### src/rtl/ddr_rw_arbiter_pkg.sv
// ddr_rw_arbiter_pkg: shared FSM state and grant encodings for the DDR read/write arbiter
package ddr_rw_arbiter_pkg;
  typedef enum logic [2:0] {IDLE, AW, W, AR, R} state_t;
  typedef enum logic {GRANT_WR, GRANT_RD} grant_t;
endpackage

### src/rtl/ddr_rw_arbiter_wr_skid_buf.sv
// ddr_rw_arbiter_wr_skid_buf: 2-entry buffer absorbing the 1-cycle write-FIFO read latency against wready
module ddr_rw_arbiter_wr_skid_buf #(
  parameter int DATA_WIDTH = 128
) (
  input  logic                  clk,
  input  logic                  rst,
  input  logic                  push,
  input  logic [DATA_WIDTH-1:0] din,
  input  logic                  pop,
  output logic                  valid,
  output logic [DATA_WIDTH-1:0] dout,
  output logic [1:0]            occ
);
  logic [DATA_WIDTH-1:0] e0, e1;
  assign valid = occ != 2'd0;
  assign dout = e0;
  always_ff @(posedge clk or posedge rst)
    if (rst) begin
      occ <= '0;
      e0 <= '0;
      e1 <= '0;
    end else begin
      occ <= occ + 2'(push) - 2'(pop);
      if (pop) e0 <= (occ == 2'd2) ? e1 : din;
      else if (push && occ == 2'd0) e0 <= din;
      if (push && (occ == 2'd2 || (occ == 2'd1 && !pop))) e1 <= din;
    end
endmodule

### src/rtl/ddr_rw_arbiter.sv
// ddr_rw_arbiter: grants one AXI port to whole write or read bursts over a DDR ring buffer
module ddr_rw_arbiter
  import ddr_rw_arbiter_pkg::*;
#(
  parameter int ADDR_WIDTH = 28,
  parameter int DATA_WIDTH = 128,
  parameter int BURST_LEN = 16,
  parameter int LEVEL_WIDTH = 11,
  parameter int RFIFO_DEPTH = 1024,
  parameter logic [ADDR_WIDTH-1:0] ADDR_BASE = '0,
  parameter logic [ADDR_WIDTH-1:0] ADDR_END = 28'h0100000
) (
  input  logic                   clk,
  input  logic                   rst,
  input  logic                   init_done,
  input  logic                   rd_req_en,
  input  logic [LEVEL_WIDTH-1:0] wfifo_level,
  output logic                   wfifo_rd_en,
  input  logic [DATA_WIDTH-1:0]  wfifo_rd_data,
  input  logic [LEVEL_WIDTH-1:0] rfifo_level,
  output logic                   rfifo_wr_en,
  output logic [DATA_WIDTH-1:0]  rfifo_wr_data,
  output logic [ADDR_WIDTH-1:0]  axi_awaddr,
  output logic [7:0]             axi_awlen,
  output logic                   axi_awvalid,
  input  logic                   axi_awready,
  output logic [DATA_WIDTH-1:0]  axi_wdata,
  output logic                   axi_wlast,
  output logic                   axi_wvalid,
  input  logic                   axi_wready,
  output logic [ADDR_WIDTH-1:0]  axi_araddr,
  output logic [7:0]             axi_arlen,
  output logic                   axi_arvalid,
  input  logic                   axi_arready,
  input  logic [DATA_WIDTH-1:0]  axi_rdata,
  input  logic                   axi_rlast,
  input  logic                   axi_rvalid,
  output logic                   axi_rready,
  output logic                   busy,
  output logic                   beat_err
);
  localparam int BURST_BYTES = BURST_LEN * DATA_WIDTH / 8;
  localparam logic [ADDR_WIDTH-1:0] A_STEP = ADDR_WIDTH'(BURST_BYTES);
  localparam int RING_BURSTS = int'((ADDR_END - ADDR_BASE) / A_STEP);
  localparam int FW = $clog2(RING_BURSTS + 1);
  localparam int BW = $clog2(BURST_LEN) + 1;
  localparam logic [FW-1:0] FILL_MAX = FW'(RING_BURSTS);
  localparam logic [BW-1:0] B_LAST = BW'(BURST_LEN - 1);
  localparam logic [BW-1:0] B_LEN = BW'(BURST_LEN);
  localparam logic [LEVEL_WIDTH-1:0] LV_BURST = LEVEL_WIDTH'(BURST_LEN);
  localparam logic [LEVEL_WIDTH-1:0] LV_RMAX = LEVEL_WIDTH'(RFIFO_DEPTH - BURST_LEN);
  state_t state, state_nx;
  grant_t last_grant;
  logic [FW-1:0] fill;
  logic [BW-1:0] popped, wbeat, rbeat;
  logic inflight, sk_valid, wr_ok, rd_ok, w_pop, w_done, r_done;
  logic [1:0] occ;
  function automatic logic [ADDR_WIDTH-1:0] nxt(input logic [ADDR_WIDTH-1:0] a);
    nxt = (a + A_STEP == ADDR_END) ? ADDR_BASE : a + A_STEP;
  endfunction
  ddr_rw_arbiter_wr_skid_buf #(.DATA_WIDTH(DATA_WIDTH)) u_skid (
    .clk(clk), .rst(rst), .push(inflight), .din(wfifo_rd_data), .pop(w_pop),
    .valid(sk_valid), .dout(axi_wdata), .occ(occ)
  );
  assign axi_awlen = 8'(BURST_LEN - 1);
  assign axi_arlen = 8'(BURST_LEN - 1);
  always_comb begin
    wr_ok = init_done && wfifo_level >= LV_BURST && fill < FILL_MAX;
    rd_ok = init_done && rd_req_en && fill != '0 && rfifo_level <= LV_RMAX;
    busy = state != IDLE;
    axi_awvalid = state == AW;
    axi_wvalid = state == W && sk_valid;
    axi_wlast = wbeat == B_LAST;
    w_pop = axi_wvalid && axi_wready;
    w_done = w_pop && axi_wlast;
    axi_arvalid = state == AR;
    axi_rready = state == R;
    rfifo_wr_en = axi_rready && axi_rvalid;
    rfifo_wr_data = axi_rdata;
    r_done = rfifo_wr_en && axi_rlast;
    // counting this cycle's pop keeps a steady 1 beat/clk with only 2 entries
    wfifo_rd_en = (state == AW || state == W) && popped < B_LEN &&
                  ({1'b0, occ} + {2'b0, inflight} - {2'b0, w_pop}) < 3'd2;
    state_nx = state;
    case (state)
      IDLE: state_nx = (wr_ok && (!rd_ok || last_grant == GRANT_RD)) ? AW : rd_ok ? AR : IDLE;
      AW: state_nx = axi_awready ? W : AW;
      W: state_nx = w_done ? IDLE : W;
      AR: state_nx = axi_arready ? R : AR;
      R: state_nx = r_done ? IDLE : R;
      default: state_nx = IDLE;
    endcase
  end
  always_ff @(posedge clk or posedge rst)
    if (rst) begin
      state <= IDLE;
      last_grant <= GRANT_RD;
      fill <= '0;
      axi_awaddr <= ADDR_BASE;
      axi_araddr <= ADDR_BASE;
      popped <= '0;
      wbeat <= '0;
      rbeat <= '0;
      inflight <= 1'b0;
      beat_err <= 1'b0;
    end else begin
      state <= state_nx;
      inflight <= wfifo_rd_en;
      popped <= busy ? popped + BW'(wfifo_rd_en) : '0;
      wbeat <= busy ? wbeat + BW'(w_pop) : '0;
      rbeat <= busy ? rbeat + BW'(rfifo_wr_en) : '0;
      if (!busy && state_nx != IDLE) last_grant <= (state_nx == AW) ? GRANT_WR : GRANT_RD;
      if (w_done) axi_awaddr <= nxt(axi_awaddr);
      if (r_done) axi_araddr <= nxt(axi_araddr);
      if (w_done) fill <= fill + FW'(1);
      else if (r_done) fill <= fill - FW'(1);
      if (rfifo_wr_en && (axi_rlast != (rbeat == B_LAST))) beat_err <= 1'b1;
    end
endmodule

### config.mk
export PLATFORM = sky130hd
export DESIGN_NAME = ddr_rw_arbiter
export DESIGN_NICKNAME = d
export VERILOG_FILES = /design/src/rtl/ddr_rw_arbiter_pkg.sv /design/src/rtl/ddr_rw_arbiter_wr_skid_buf.sv /design/src/rtl/ddr_rw_arbiter.sv
export SDC_FILE = /design/constraint.sdc
export NUM_CORES = 1
export LEC_CHECK = 0
export BUFFER_PORTS_ARGS = -buffer_cell sky130_fd_sc_hd__buf_2
export CORE_AREA = 5 5 238 240
export DETAILED_ROUTE_END_ITERATION = 10
export DIE_AREA = 0 0 243 245
export PLACE_DENSITY = 0.65
export SYNTH_ARGS = -nofsm -noshare
export SYNTH_HDL_FRONTEND = slang
export SYNTH_SLANG_ARGS = --single-unit
### constraint.sdc
create_clock -name clk -period 12.4 [get_ports clk]
set_input_delay 2.48 -clock clk [delete_from_list [all_inputs] [get_ports clk]]
set_output_delay 2.48 -clock clk [all_outputs]
set_load 0.03 [all_outputs]
==> run metrics, run 1 <==
clock skew roughly 0.013 ns; DRC 0; Die H 245 µm; RSZ-0062 raised after global routing false; CTS tree done; Via density 4.73; switch share 38.5%; fraction of registers with async set/reset 100%; final slew viol count 0; cells after synthesis around 1500; htree depth 2; Rows 86; Sw Pwr about 1.8 mW; Fillers about 5500; wire length of the first global-routing pass roughly 65000 µm; crit-path max FO 4; HPWL after detailed placement ~29000 µm; vias ~11000; CP Data Arrival Time approximately 4.7 ns; kind of critical path in2out; number of max-cap violations 0; post-synth cell types 72; worst r2r path cells 12; Final Setup Violations 0; largest net degree at the start of global routing 119; first drt pass iteration count 5; Worst VDD drop 0.153 mV; Max Root-Sink Buffers 3; Static Leak 8.99 nW; worst rel slew slack a little over a fifth; worst r2r src u_skid.occ[1]; min Tclk post-route 7.14 ns; commonest cells after routing, fill and taps aside dfrtp_1, buf_2, nand2_1; worst reg2reg endpoint fill[10]; initial antenna violation count 12; Comb power frac 37.5%; syn_area_per_cell between 10 and 15 µm²; Worst-Margin Slew ~1.2 ns; grt total ovfl 0; CTS Buf Count 38; Initial Util 29.1%; Worst-Skew Late Latency 0.54 ns; post-CTS sizing 0; PwrDens 251 nW/µm²; final net count about 2000; Synth Register Bits roughly 330; total track usage a little over an eighth; Clock Root Buffer clkbuf_16; crit start category input port; worst path required time approximately 10 ns; die width around 240 µm; synth warn 0; IO Pins around 620; CTS sink count between 300 and 400; Sequential Power Share between 30 and 40%; Hold WC Path Type reg2reg; Worst-path clk slew roughly 0.050 ns; WHS about 0.46 ns; Area Overhead vs Synth 15.9%; final period utilization a little under three fifths; Post-DRT Antenna Nets 0; worst setup path start axi_wready; status finished, final reports clean; CTS Hold Buffers Added 0; hold violation count in the final report 0; clock power share 24.0%; sequential share of the synthesized area 52.5%; vias in the first global route ~12000; core area between 50000 and 60000 µm²; Wirelength per Cell between 15 and 20 µm; number of flops mapped to enable cells by yosys 0; port buffer count roughly 330; layout cells sized above 1 approximately 33%; Final Util between 30% and 40%; TNS Setup 0 ns; ys flop type dfrtp_1; Crit. End Element output port; DRT iter0 DRCs around 480; Die ar. between 50000 and 60000 µm²; Syn Std Cell Area between 15000 and 20000 µm²; RD Place Congestion 0.836; internal cell power 2.83 mW; final wirelength 41100 µm; Critical Path Sink wfifo_rd_en; Fmax between 100 and 150 MHz; Post-CTS Setup Bufs 0; reg2reg setup slack ~7.6 ns
Yosys cell counts, types with 8 or more instances:
| cell | count | share of area, % |
|---|---|---|
| buf_4 | 160 | 7.6 |
| mux2_2 | 128 | 9.1 |
| inv_1 | 15 | 0.36 |
| nor2b_1 | 8 | 0.32 |
| nand4_1 | 17 | 0.67 |
| clkbuf_1 | 49 | 1.2 |
| xnor2_1 | 37 | 2.0 |
| dfrtp_1 | 331 | 52 |
| ha_1 | 23 | 1.8 |
| nand2_1 | 302 | 7.2 |
| nand3_1 | 27 | 0.85 |
| nor3_1 | 11 | 0.35 |
| nor2_1 | 53 | 1.3 |
| nor4_1 | 12 | 0.47 |
| xor2_1 | 26 | 1.4 |
| a22oi_1 | 130 | 6.2 |
| a21oi_1 | 16 | 0.51 |
| buf_2 | 16 | 0.51 |
| o21ai_0 | 17 | 0.54 |
sequential cells by signal (all words and copies together), names as in the netlist:
name,flops
wbeat,5
inflight,1
state,3
beat_err,1
rbeat,5
u_skid.e1,128
popped,5
fill,13
u_skid.occ,2
axi_awaddr,20
u_skid.dout,128
last_grant,1
axi_araddr,20
per-layer routing:
| metal | GRT usage, % | up-vias | part of all wire (%) |
|---|---|---|---|
| met5 | 0.327 | - | 0.068 |
| li1 | - | 5286 | - |
| met4 | 7.66 | 2 | 5.2 |
| met3 | 4.48 | 144 | 8.4 |
| met2 | 21.7 | 407 | 48 |
| met1 | 15.3 | 5515 | 39 |
area by class of cell:
type                       instances  area, µm²  share of cell area [%]
sequential                       332       8310                    45.3
clock inverter                    12        114                   0.621
tap                              704        881                    4.80
timing repair buffer             342       1740                    9.48
clock buffer                      55       1130                    6.14
antenna                            8       20.0                   0.109
inverter                          16       67.6                   0.368
multi-input combinational        929       6090                    33.2
stage by stage:
step	cells	area [µm²]	total power [mW]	setup slack [ns]
after global routing	2397	18300	4.91	5.14
after floorplan	1508	15900	3.09	0.725
after CTS	2390	18300	4.68	5.25
final	2398	18300	4.60	5.26
after global placement	2323	17100	3.46	5.27
after detailed placement	2323	17100	3.54	5.26
worst min-delay path by stage:
stage	endpoint	cells after the start	from	slack (ns)
3_3_place_gp	beat_err	1	beat_err	0.43
6_report	beat_err	1	beat_err	0.46
2_1_floorplan	u_skid.dout[0]	2	u_skid.e1[0]	0.46
5_1_grt	beat_err	1	beat_err	0.49
4_1_cts	beat_err	1	beat_err	0.46
3_5_place_dp	beat_err	1	beat_err	0.45
cells by family (layout without fill, tap and decap cells):
kind of cell / after synthesis / after routing / share of synthesized area (%)
simple gates: 469 / 469 / 13.0
flops: 332 / 332 / 52.5
buf+inv: 247 / 425 / 9.97
compound gates: 209 / 209 / 9.63
mux: 130 / 130 / 9.23
xor+xnor: 64 / 64 / 3.59
fa+ha+maj: 25 / 25 / 2.07
other cells: 2 / 40 / 0.0474
power groups by stage:
stage	combinational, mW	clock [mW]	sequential [mW]
finish	1.73	1.11	1.77
global route	1.89	1.19	1.83
CTS	1.76	1.15	1.77
detailed placement	1.75	0	1.79
global placement	1.70	0	1.76
floorplan	0.954	0	2.14
critical path: stages:
cell and delay, ns:
buf_2 0.11, and2_1 0.24, ha_1 0.27, inv_1 0.05
ha_1 0.14, inv_1 0.05, fa_1 0.48, inv_1 0.05
nor4_1 0.47, buf_2 0.30
Note: power is estimated with default switching activity, not from simulation.
==> run 2, diff against run 1 <==
- PLACE_DENSITY: 0.65 -> 0.63
- clock period: 12.4 -> 7 ns (I/O delays scaled with it)
==> run metrics, run 2 (synthesis gave the netlist of run 1 again) <==
crit-path max FO 5 (+1); Final Setup Violations 0 (unchanged); wire length of the first global-routing pass 65200 µm (+0.38%); final period utilization between 70% and 80%; Crit. End Element output port; Hold WC Path Type reg2reg; CTS Buf Count 39 (+2.6%); CP Data Arrival Time 3.74 ns (-0.92 ns); vias 11300 (-0.48%); IO Pins 624 (unchanged); DRC 0 (unchanged); Rows 86 (unchanged); layout cells sized above 1 32.4% (-0.098 points); crit start category register; worst rel slew slack 28.4% (+6.8 points); DRT iter0 DRCs 740 (+54%); initial antenna violation count 6 (-6); number of max-cap violations 0 (unchanged); CTS Hold Buffers Added 0 (unchanged); die width 243 µm (unchanged); Worst-Margin Slew 1.07 ns (-0.103 ns); Area Overhead vs Synth 15.9% (about the same); Clock Root Buffer clkbuf_16; Post-DRT Antenna Nets 0 (unchanged); first drt pass iteration count 5 (unchanged); PwrDens 445 nW/µm² (+77%); status finished, final reports clean; Wirelength per Cell 17.6 µm (+2.6%); RD Place Congestion 0.831 (-0.51%); min Tclk post-route 5.14 ns; CTS tree done; grt total ovfl 0 (unchanged); clock skew 0.0220 ns (+0.00955 ns); # diodes 0 (-8); Die ar. 59500 µm² (unchanged); final wirelength 42000 µm (+2.3%); CTS sink count 332 (unchanged); total track usage 13.4% (+0.16 points); commonest cells after routing, fill and taps aside dfrtp_1, buf_2, nand2_1; final instance area 18400 µm² (about the same); kind of critical path reg2out; htree depth 2 (unchanged); Worst-path clk slew 0.06 ns (about the same); Final Util 33.7% (about the same); core area 54400 µm² (unchanged); Static Leak 9.00 nW (+0.11%); final slew viol count 0 (unchanged); post-CTS sizing 0 (unchanged); Via density 4.72 (-0.23%); Initial Util 29.1% (unchanged); worst path required time 5.60 ns (-4.32 ns); Overall Power 8.16 mW (+77%); HPWL after detailed placement 28500 µm (-0.66%); Post-CTS Setup Bufs 0 (unchanged); Die H 245 µm (unchanged); Worst-Skew Late Latency 0.56 ns (+0.02 ns); port buffer count 331 (unchanged); vias in the first global route 11600 (-0.84%); Placed Area 17100 µm² (+0.15%); Fmax between 150 and 200 MHz; TNS Setup 0 ns (unchanged); hold violation count in the final report 0 (unchanged); final net count 1972 (+0.051%); Worst VDD drop 0.226 mV (+48%); RSZ-0062 raised after global routing false; largest net degree at the start of global routing 164 (+38%); Max Root-Sink Buffers 3 (unchanged)
[run 2: path summary, 6_finish.rpt]
check / slack (ns) / start / end / cells past startpoint
hold / removal: 0.46 / beat_err / beat_err / 1
setup / recovery: 1.86 / u_skid.occ[1] / wfifo_rd_en / 11
min in group asynchronous: 0.87 / rst / u_skid.dout[123] / 2
setup reg to reg: 2.16 / u_skid.occ[1] / fill[10] / 12
hold reg to reg: 0.46 / beat_err / beat_err / 1
max in group asynchronous: 4.86 / rst / u_skid.dout[75] / 3
[run 2: final cells by class]
cell class	count	area, µm²
Clock inverter	11	82.6
Fill cell	5529	36100
Sequential cell	332	8310
Tap cell	704	881
Clock buffer	58	1140
Inverter	16	63.8
Timing Repair Buffer	342	1790
Multi-Input combinational cell	929	6090
[run 2: power by group]
part           internal, mW  leakage (nW)  switching, mW
sequential             2.71          4.16          0.438
clock                  1.13         0.599          0.805
combinational          1.16          4.23           1.93
[run 2: per-layer routing]
| layer | wire length [µm] | vias to the layer above | GRT usage, % |
|---|---|---|---|
| li1 | - | 5278 | - |
| met2 | 20700 | 386 | 22.8 |
| met1 | 16700 | 5515 | 15.7 |
| met5 | 49 | - | 0 |
| met3 | 3160 | 115 | 4.69 |
| met4 | 1430 | 6 | 5.17 |
[run 2: metrics by stage]
stage          setup slack [ns]  instances  hold WS, ns
3_5_place_dp               1.93       2322        0.448
2_1_floorplan              1.17       1508        0.456
6_report                   1.86       2392        0.461
3_3_place_gp               2.03       2322        0.436
5_1_grt                    1.53       2392        0.477
4_1_cts                    1.79       2391        0.461
[run 2: critical path, cell delays in order, from the launching register on]
cell,delay (ns)
dfrtp_1,0.44
nor2_1,0.12
nor4b_1,0.52
and2_1,0.33
ha_1,0.28
inv_1,0.06
ha_1,0.13
inv_1,0.05
fa_1,0.48
inv_1,0.05
nor4_1,0.45
buf_2,0.30
